**config.mk**
```make
export PLATFORM = sky130hd
export DESIGN_NAME = traffic_phase_ctrl
export DESIGN_NICKNAME = d
export VERILOG_FILES = /design/src/rtl/traffic_pkg.sv /design/src/rtl/phase_timer.sv /design/src/rtl/traffic_phase_ctrl.sv
export SDC_FILE = /design/constraint.sdc
export NUM_CORES = 1
export LEC_CHECK = 0
export BUFFER_PORTS_ARGS = -buffer_cell sky130_fd_sc_hd__buf_2
export CELL_PAD_IN_SITES_DETAIL_PLACEMENT = 1
export CELL_PAD_IN_SITES_GLOBAL_PLACEMENT = 2
export CORE_ASPECT_RATIO = 1.5
export CORE_UTILIZATION = 27
export DETAILED_ROUTE_END_ITERATION = 7
export GPL_ROUTABILITY_DRIVEN = 0
export PLACE_DENSITY = 0.74
export RECOVER_POWER = 25
export SETUP_SLACK_MARGIN = 0.05
export SYNTH_ARGS = -nofsm -noshare
export SYNTH_HDL_FRONTEND = slang
export SYNTH_SLANG_ARGS = --single-unit
```
**constraint.sdc**
```tcl
create_clock -name clk -period 4.1 [get_ports clk]
set_clock_uncertainty 0.2 [all_clocks]
set_input_delay 0.82 -clock clk [delete_from_list [all_inputs] [get_ports clk]]
set_output_delay 0.82 -clock clk [all_outputs]
set_load 0.05 [all_outputs]
```
**src/rtl/traffic_pkg.sv**
```systemverilog
// Shared types for the two-approach traffic phase controller: state codes, buzzer codes
// and the per-approach lamp vector.
package traffic_pkg;

  typedef enum logic [3:0] {
    StIdle = 4'd0,
    StEwG  = 4'd1,
    StEwY  = 4'd2,
    StEwL  = 4'd3,
    StEwAr = 4'd4,
    StNsG  = 4'd5,
    StNsY  = 4'd6,
    StNsL  = 4'd7,
    StNsAr = 4'd8
  } state_e;

  localparam logic [1:0] RingOff  = 2'b00;
  localparam logic [1:0] RingSlow = 2'b01;
  localparam logic [1:0] RingFast = 2'b10;

  typedef struct packed {
    logic g;
    logic y;
    logic r;
    logic l;
  } lamp_t;

  localparam lamp_t LampRed = lamp_t'(4'b0010);

endpackage

```
**src/rtl/phase_timer.sv**
```systemverilog
// Loadable down counter holding the cycles left in the current phase; saturates at zero.
module phase_timer #(
  parameter int unsigned CNT_W = 6
) (
  input  logic             clk,
  input  logic             reset,
  input  logic             load,
  input  logic [CNT_W-1:0] load_val,
  input  logic             hold,
  output logic [CNT_W-1:0] remain,
  output logic [CNT_W-1:0] remain_nxt,
  output logic             done
);

  localparam logic [CNT_W-1:0] One = 1;

  logic [CNT_W-1:0] r_remain;
  logic [CNT_W-1:0] w_remain_d;

  always_comb begin
    w_remain_d = r_remain;
    if (load) begin
      w_remain_d = load_val;
    end else if (!hold && (r_remain != '0)) begin
      w_remain_d = r_remain - One;
    end
  end

  always_ff @(posedge clk or negedge reset) begin
    if (!reset) begin
      r_remain <= '0;
    end else begin
      r_remain <= w_remain_d;
    end
  end

  assign remain     = r_remain;
  assign remain_nxt = w_remain_d;
  assign done       = (r_remain == '0);

endmodule

```
**src/rtl/traffic_phase_ctrl.sv**
```systemverilog
// Two-approach intersection sequencer with optional left arrows and all-red clearance,
// programmable durations, a countdown output and a two-level buzzer code.
module traffic_phase_ctrl
  import traffic_pkg::*;
#(
  parameter int unsigned CNT_W  = 6,
  parameter int unsigned WARN_G = 10,
  parameter int unsigned WARN_Y = 5
) (
  input  logic             clk,
  input  logic             reset,
  input  logic             start,
  input  logic             stop,
  input  logic [CNT_W-1:0] g_time,
  input  logic [CNT_W-1:0] y_time,
  input  logic [CNT_W-1:0] l_time,
  input  logic [CNT_W-1:0] ar_time,
  input  logic [1:0]       left_en,
  output logic             ew_g,
  output logic             ew_y,
  output logic             ew_r,
  output logic             ew_l,
  output logic             ns_g,
  output logic             ns_y,
  output logic             ns_r,
  output logic             ns_l,
  output logic [3:0]       state,
  output logic [CNT_W-1:0] remain,
  output logic [1:0]       ring
);

  localparam logic [CNT_W-1:0] One   = 1;
  localparam logic [CNT_W-1:0] WarnG = CNT_W'(WARN_G);
  localparam logic [CNT_W-1:0] WarnY = CNT_W'(WARN_Y);

  state_e           r_state;
  state_e           w_state_nxt;
  state_e           w_succ;
  logic             r_pause;
  logic [1:0]       r_ring;
  logic [1:0]       w_ring_nxt;
  logic [CNT_W-1:0] w_dur;
  logic [CNT_W-1:0] w_load_val;
  logic [CNT_W-1:0] w_remain_nxt;
  logic             w_load;
  logic             w_done;
  logic             w_run;
  logic             w_ew_l_ok;
  logic             w_ns_l_ok;
  logic             w_ar_ok;
  lamp_t            w_ew;
  lamp_t            w_ns;

  assign w_run     = start & ~stop;
  assign w_ew_l_ok = left_en[1] & (l_time != '0);
  assign w_ns_l_ok = left_en[0] & (l_time != '0);
  assign w_ar_ok   = (ar_time != '0);

  // Successor with all skips resolved, so a chain of skipped phases costs no extra edge.
  always_comb begin
    w_succ = StIdle;
    unique case (r_state)
      StIdle:  w_succ = StEwG;
      StEwG:   w_succ = StEwY;
      StEwY:   w_succ = w_ew_l_ok ? StEwL : (w_ar_ok ? StEwAr : StNsG);
      StEwL:   w_succ = w_ar_ok ? StEwAr : StNsG;
      StEwAr:  w_succ = StNsG;
      StNsG:   w_succ = StNsY;
      StNsY:   w_succ = w_ns_l_ok ? StNsL : (w_ar_ok ? StNsAr : StEwG);
      StNsL:   w_succ = w_ar_ok ? StNsAr : StEwG;
      StNsAr:  w_succ = StEwG;
      default: w_succ = StIdle;
    endcase
  end

  always_comb begin
    w_state_nxt = r_state;
    if (!start) begin
      w_state_nxt = StIdle;
    end else if (!stop && ((r_state == StIdle) || w_done)) begin
      w_state_nxt = w_succ;
    end
  end

  always_comb begin
    w_dur = '0;
    unique case (w_state_nxt)
      StEwG, StNsG:   w_dur = g_time;
      StEwY, StNsY:   w_dur = y_time;
      StEwL, StNsL:   w_dur = l_time;
      StEwAr, StNsAr: w_dur = ar_time;
      default:        w_dur = '0;
    endcase
  end

  // A zero duration still occupies one cycle.
  assign w_load_val = (w_dur == '0) ? '0 : (w_dur - One);
  assign w_load     = (w_state_nxt != r_state);

  phase_timer #(
    .CNT_W(CNT_W)
  ) u_phase_timer (
    .clk       (clk),
    .reset     (reset),
    .load      (w_load),
    .load_val  (w_load_val),
    .hold      (~w_run),
    .remain    (remain),
    .remain_nxt(w_remain_nxt),
    .done      (w_done)
  );

  always_comb begin
    w_ring_nxt = RingOff;
    if (w_run) begin
      if (((w_state_nxt == StEwG) || (w_state_nxt == StNsG)) && (w_remain_nxt < WarnG)) begin
        w_ring_nxt = RingSlow;
      end else if (((w_state_nxt == StEwY) || (w_state_nxt == StNsY)) &&
                   (w_remain_nxt < WarnY)) begin
        w_ring_nxt = RingFast;
      end
    end
  end

  always_ff @(posedge clk or negedge reset) begin
    if (!reset) begin
      r_state <= StIdle;
      r_pause <= 1'b0;
      r_ring  <= RingOff;
    end else begin
      r_state <= w_state_nxt;
      r_pause <= start & stop;
      r_ring  <= w_ring_nxt;
    end
  end

  always_comb begin
    w_ew = LampRed;
    w_ns = LampRed;
    if (!r_pause) begin
      unique case (r_state)
        StEwG:   w_ew = lamp_t'(4'b1000);
        StEwY:   w_ew = lamp_t'(4'b0100);
        StEwL:   w_ew.l = 1'b1;
        StNsG:   w_ns = lamp_t'(4'b1000);
        StNsY:   w_ns = lamp_t'(4'b0100);
        StNsL:   w_ns.l = 1'b1;
        default: begin
          w_ew = LampRed;
          w_ns = LampRed;
        end
      endcase
    end
  end

  assign {ew_g, ew_y, ew_r, ew_l} = w_ew;
  assign {ns_g, ns_y, ns_r, ns_l} = w_ns;
  assign state = r_state;
  assign ring  = r_ring;

endmodule
```
==> out/metrics.csv, run 1 <==
metric,value,unit
GRT Util Overall,0.213,
worst hold-check path type,in2async,
most common cell in the netlist,nor2_1,
drt first pass iters,4,
Synth Instances,211,
P_leak,1.14,nW
Area after DPL,2450,µm²
Layout Cells excl Fill,386,
Final #Nets,347,
WP buf/inv,3,
slew margin rel.,0.502,
CTS tree,yes,
Clock Tree Root,clkbuf_8,
global route overflow,0,
synth cell count leaders,"nor2_1 (16), dfrtp_1 (13), a21oi_1 (12), o211ai_1 (10)",
"Seq/Total Area, Yosys",0.183,
CP required,4.04,ns
Worst path max stage delay,0.61,ns
Yosys cell types,73,
WS Path Type,in2reg,
vias per inst,5.65,
CP Max Fanout,6,
Final setup viols,0,
WL final,7150,µm
CP max-delay cell,or4b_1,
fmax,254,MHz
Initial Util,0.283,
Post-synth EDFFs,0,
share of post-route cells with drive strength above 1,0.458,
Most used DFF post-synth,dfrtp_1,
worst skew pair latency,0.24,ns
crit path cell chain,buf_2 -> nor4_4 -> buf_4 -> buf_4 -> a21o_1 -> or4b_1 -> a21boi_4 -> a22o_1 -> a21oi_2 -> ha_2 -> or3_1 -> a21oi_2 -> o21ai_1 -> a2111oi_2,
Ant. Diodes,0,
"Reg clk slew, reported paths",0.06,ns
wl on met1,2720,µm
final worst-path cycle share,0.961,
final hold violations,0,
first-pass GRT wire length,11000,µm
RSZ-0062 raised after global routing,no,
P per Cell Area,419,nW/µm²
YS warnings,0,
CTS Buf Count,3,
Synth-to-Final Area Change,46.7,%
number of top-level pins,50,
Slew Limit Fails,0,
routed wl met2,3970,µm
iteration-0 DRC count of the detailed router,87,
Yosys reg bits,13,
synthesized area per cell,8.41,µm²
number of global-route vias before repair,2218,
# Max-Cap Violations,0,
CP endpoint kind,register,
cell area after layout,2600,µm²
clk sinks,13,
Synthesized Nets,245,
uppermost routed layer,met4,
critical path arrival,3.88,ns
Layout Utilization,0.416,
actual slew at the worst max-slew pin,0.747,ns
min cycle time layout,3.94,ns
clock buffer depth,2,
outcome,"complete, no violations",
Die ar.,6910,µm²
IO Port Bufs,49,
Critical Path Source Type,primary input,
routed vias,2179,
width of the chip,68.2,µm
antenna violations before repair,0,
Post-DRT Antenna Nets,0,
peak supply drop,0.000260,V
Worst R2R Setup Slack,0.23,ns
Tot Pwr,0.00109,W
Hold Slack,0.414,ns
wire length on met3,175,µm
Area contributors post-synth,"dfrtp_1 (18%), o211ai_1 (4.2%), a21oi_1 (3.4%)",
Crit path max-delay family,compound AO/OA/AOI/OAI gates,
Final HPWL DP,5880,µm
drt drc,0,
largest area contributor in the netlist,dfrtp_1,
Synth Cell Area,1770,µm²
H-tree levels,1,
largest net degree at the start of global routing,17,
share of the synthesized area in the top cell type,0.183,
core area,6260,µm²
row cnt,35,
drt wl/cell,18.5,µm
Vert. Die Dim,101,µm
placed instance count,375,
Async SR Flop Fraction,1.00,
[per-stage QoR]
step / TNS, ns / setup slack [ns]
final: 0 / 0.161
after global placement: -0.0959 / -0.0784
after global routing: 0 / 0.0424
after floorplan: -0.132 / -0.132
after CTS: 0 / 0.0854
after detailed placement: -0.244 / -0.160
[cell families (layout without fill, tap and decap cells)]
group | count (synthesis) | after routing | share of synthesized area
flip-flops | 13 | 13 | 0.183
AO/OA/AOI/OAI | 92 | 92 | 0.448
AND/OR/NAND/NOR | 78 | 78 | 0.257
buffers and inverters | 16 | 117 | 0.0437
XOR/XNOR | 7 | 7 | 0.0346
adder cells (fa/ha/maj) | 4 | 4 | 0.0282
multiplexers | 1 | 1 | 0.00564
[cells in the final DEF, fill, tap and decap left out, types with 4 or more instances in the layout]
cell and instances:
a211o_1 5, a21oi_1 9, a21oi_2 4, and2_1 7, buf_2 48, buf_4 56
dfrtp_1 11, inv_1 5, nand2_1 9, nand2b_1 5, nor2_1 16, nor2b_1 4
nor3_1 5, o2111ai_1 4, o211ai_1 10, o21ai_0 8, o31ai_1 5, or3_1 8
xnor2_1 4
[flip-flops by register name (all words and copies together) (netlist names)]
name                  count
r_pause                   1
ring                      2
u_phase_timer.remain      6
state                     4
[layer usage]
layer / vias up / GRT usage
li1: 1050 / -
met1: 1065 / 0.233
met2: 46 / 0.394
met3: 18 / 0.0169
met4: 0 / 0.106
met5: - / 0
[path summary, 6_finish.rpt]
path                                                   start                                 to  cells past startpoint
setup / recovery                                   l_time[1]                  ring[0]$_DFF_PN0_                     14
hold / removal                                         reset  u_phase_timer.remain[3]$_DFF_PN0_                      1
setup reg to reg           u_phase_timer.remain[1]$_DFF_PN0_                  ring[0]$_DFF_PN0_                     13
hold reg to reg            u_phase_timer.remain[1]$_DFF_PN0_  u_phase_timer.remain[1]$_DFF_PN0_                      2
max in group asynchronous                              reset  u_phase_timer.remain[0]$_DFF_PN0_                      1
min in group clk           u_phase_timer.remain[1]$_DFF_PN0_  u_phase_timer.remain[1]$_DFF_PN0_                      2
[repair_timing]
item | in CTS | in global routing
pin swaps | 0 | 9
gates resized for setup | 1 | 13
hold buffers | 0 | 0
setup endpoints to repair | 1 | 2
buffers inserted | 0 | 7
[final cells by class]
class,count,area [µm²]
clock buffers,4,45.0
repair buffers,105,664
flip-flops and latches,13,328
well taps,74,92.6
multi-input cells,182,1440
fillers,793,3660
inverters,8,30.0
[report_power, final]
part / total, W / switching (W) / internal (W)
registers: 0.000200 / 0.0000366 / 0.000163
logic: 0.000772 / 0.000470 / 0.000302
clock network: 0.000118 / 0.0000496 / 0.0000687
No activity file was read; power rests on OpenSTA's default activity.
==> run 2: changes to the inputs <==
CORE_UTILIZATION = 28   (was 27)
CTS_BUF_LIST = sky130_fd_sc_hd__clkbuf_2   (was not set)
PLACE_DENSITY = 0.76   (was 0.74)
==> run 2 against run 1 <==
  * Global-route usage rose by 0.69 points
  * First-iteration DRC count rose by 43%
  * Cell area fell by 0.82%
  * Core utilization rose by 0.54 points
  * Worst setup slack got worse by 0.067 ns
  * Critical path type unchanged
  * Highest routed layer unchanged
==> out/metrics.csv, run 2 (same netlist as run 1, synthesis figures left out) <==
metric,value,unit,change
Worst Reg-to-Reg Cells,13,,unchanged
Vert. Die Dim,99.5,µm,-1.8%
P_leak,1.13,nW,-1.1%
routed vias,2219,,+1.8%
number of global-route vias before repair,2353,,+6.1%
GRT Util Overall,0.220,,+0.00694
met2 Track Usage GR,0.414,,+0.0197
row cnt,35,,unchanged
Critical Path Source Type,primary input,,
outcome,"complete, no violations",,
RSZ-0062 raised after global routing,yes,,
drt drc,0,,unchanged
final hold violations,0,,unchanged
drt first pass iters,4,,unchanged
CTS Buf Count,3,,unchanged
Largest register FFs,6,,unchanged
clock buffer depth,2,,unchanged
first-pass GRT wire length,11400,µm,+3.5%
core area,6130,µm²,-2.1%
worst hold-check path type,in2async,,
Post-DRT Antenna Nets,0,,unchanged
CP Max Fanout,4,,-2
iteration-0 DRC count of the detailed router,124,,+43%
Place WS,-0.206,ns,-0.0454 ns
layout filler cell count,787,,-0.76%
min cycle time layout,4.01,ns,+0.0675 ns
r2r startpoint,u_phase_timer.remain[0]$_DFF_PN0_,,
H-tree levels,1,,unchanged
Worst R2R Setup Slack,0.13,ns,-0.10 ns
Clock Tree Root,clkbuf_2,,
CP required,4.05,ns,about the same
Worst R2R End,ring[0]$_DFF_PN0_,,
Final #Nets,348,,+0.29%
vias per inst,5.73,,+1.6%
Final setup viols,0,,unchanged
Ant. Diodes,0,,unchanged
fmax,250,MHz,-1.7%
CP endpoint kind,register,,
WL final,7200,µm,+0.73%
width of the chip,67.0,µm,-1.7%
P per Cell Area,409,nW/µm²,-2.4%
peak supply drop,0.000355,V,+36%
actual slew at the worst max-slew pin,0.719,ns,-0.0276 ns
Die ar.,6670,µm²,-3.5%
met3 GRT Util,0.00803,,-0.00886
clk sinks,13,,unchanged
worst skew pair latency,0.26,ns,+0.02 ns
Initial Util,0.289,,+0.00607
drt wl/cell,18.6,µm,+0.47%
Slew Limit Fails,0,,unchanged
Layout Utilization,0.421,,+0.00544
slew margin rel.,0.521,,+0.0184
Synth-to-Final Area Change,45.5,%,
GRT busiest layer,met2,,
Final HPWL DP,5810,µm,-1.2%
"commonest non-fill, non-tap cells in the layout","buf_4 (57), buf_2 (48), nor2_1 (16)",,
Worst path max stage delay,0.44,ns,-0.17 ns
share of post-route cells with drive strength above 1,0.470,,+0.0113
"Reg clk slew, reported paths",0.13,ns,+0.07 ns
met1 Use GR,0.249,,+0.0165
WS Path Type,in2reg,,
antenna violations before repair,0,,unchanged
"commonest non-fill, non-tap cell in the layout",buf_4,,
global route overflow,0,,unchanged
CP max-delay cell,or3_1,,
IO Port Bufs,49,,unchanged
number of top-level pins,50,,unchanged
critical path arrival,3.95,ns,+0.07 ns
largest net degree at the start of global routing,18,,+1
worst setup margin,0.0934,ns,-0.0675 ns
crit path cell chain,buf_2 -> nor4_4 -> buf_4 -> a2111oi_0 -> or3_1 -> buf_4 -> a211oi_4 -> a22o_1 -> a21oi_2 -> ha_2 -> or3_4 -> a21oi_2 -> o21ai_2 -> a2111oi_2,,
CTS tree,yes,,
final worst-path cycle share,0.977,,+0.0165
# Max-Cap Violations,0,,unchanged
[run 2: cell count changes in the layout (fill, tap and decap cells not counted), moves of 2 or more]
cell and change:
clkbuf_2 +4, clkbuf_8 -3, dfrtp_1 +2, dfrtp_2 -2
[run 2: cell type report]
| type | instances | area, µm² | share of cell area |
|---|---|---|---|
| clock buffers | 4 | 20.0 | 0.00776 |
| repair buffers | 106 | 672 | 0.260 |
| inverters | 8 | 30.0 | 0.0116 |
| multi-input cells | 182 | 1440 | 0.558 |
| flip-flops and latches | 13 | 325 | 0.126 |
| well taps | 74 | 92.6 | 0.0359 |
[run 2: where the power goes]
part	total [W]	internal, W	switching (W)
sequential	0.000193	0.000161	0.0000321
combinational	0.000796	0.000311	0.000486
clock	0.0000663	0.0000259	0.0000404
total	0.00106	0.000497	0.000558
[run 2: critical path: cells and delay by family]
family,cells,cell delay (ns)
AOI/OAI and AO/OA,7,1.31
and+or+nand+nor,3,1.15
buffers and inverters,3,0.48
adders and majority gates,1,0.20
[run 2: per-layer routing]
layer,vias up,part of all wire
li1,1053,-
met5,-,0
met3,18,0.021
met2,48,0.55
met4,0,0.033
met1,1100,0.39
[run 2: through the flow]
stage	total power (W)	std cells	setup TNS [ns]	hold WS [ns]	area (µm²)
6_report	0.00106	387	0	0.366	2580
5_1_grt	0.00113	387	0	0.399	2580
4_1_cts	0.00102	384	0	0.210	2510
3_5_place_dp	0.000933	376	-0.349	0.455	2460
3_3_place_gp	0.000920	376	-0.214	0.452	2460
2_1_floorplan	0.000679	211	-0.132	0.324	1790
[run 2: how the worst max path moves through the flow]
stage	startpoint	endpoint	slack, ns	cells past startpoint
after floorplan	l_time[4]	ring[0]$_DFF_PN0_	-0.13	11
after global placement	ar_time[2]	ring[0]$_DFF_PN0_	-0.11	13
after detailed placement	ar_time[2]	ring[0]$_DFF_PN0_	-0.21	13
after CTS	u_phase_timer.remain[0]$_DFF_PN0_	ring[0]$_DFF_PN0_	0.08	13
after global routing	u_phase_timer.remain[0]$_DFF_PN0_	ring[0]$_DFF_PN0_	0.003	13
final	l_time[1]	ring[0]$_DFF_PN0_	0.09	14
[run 2: what timing repair did]
action / in CTS / in global routing
buffers inserted: 4 / 3
cloned: 0 / 0
pin swaps: 3 / 14
hold buffers: 0 / 0
resized for setup: 1 / 14
endpoints found under the setup margin: 1 / 2
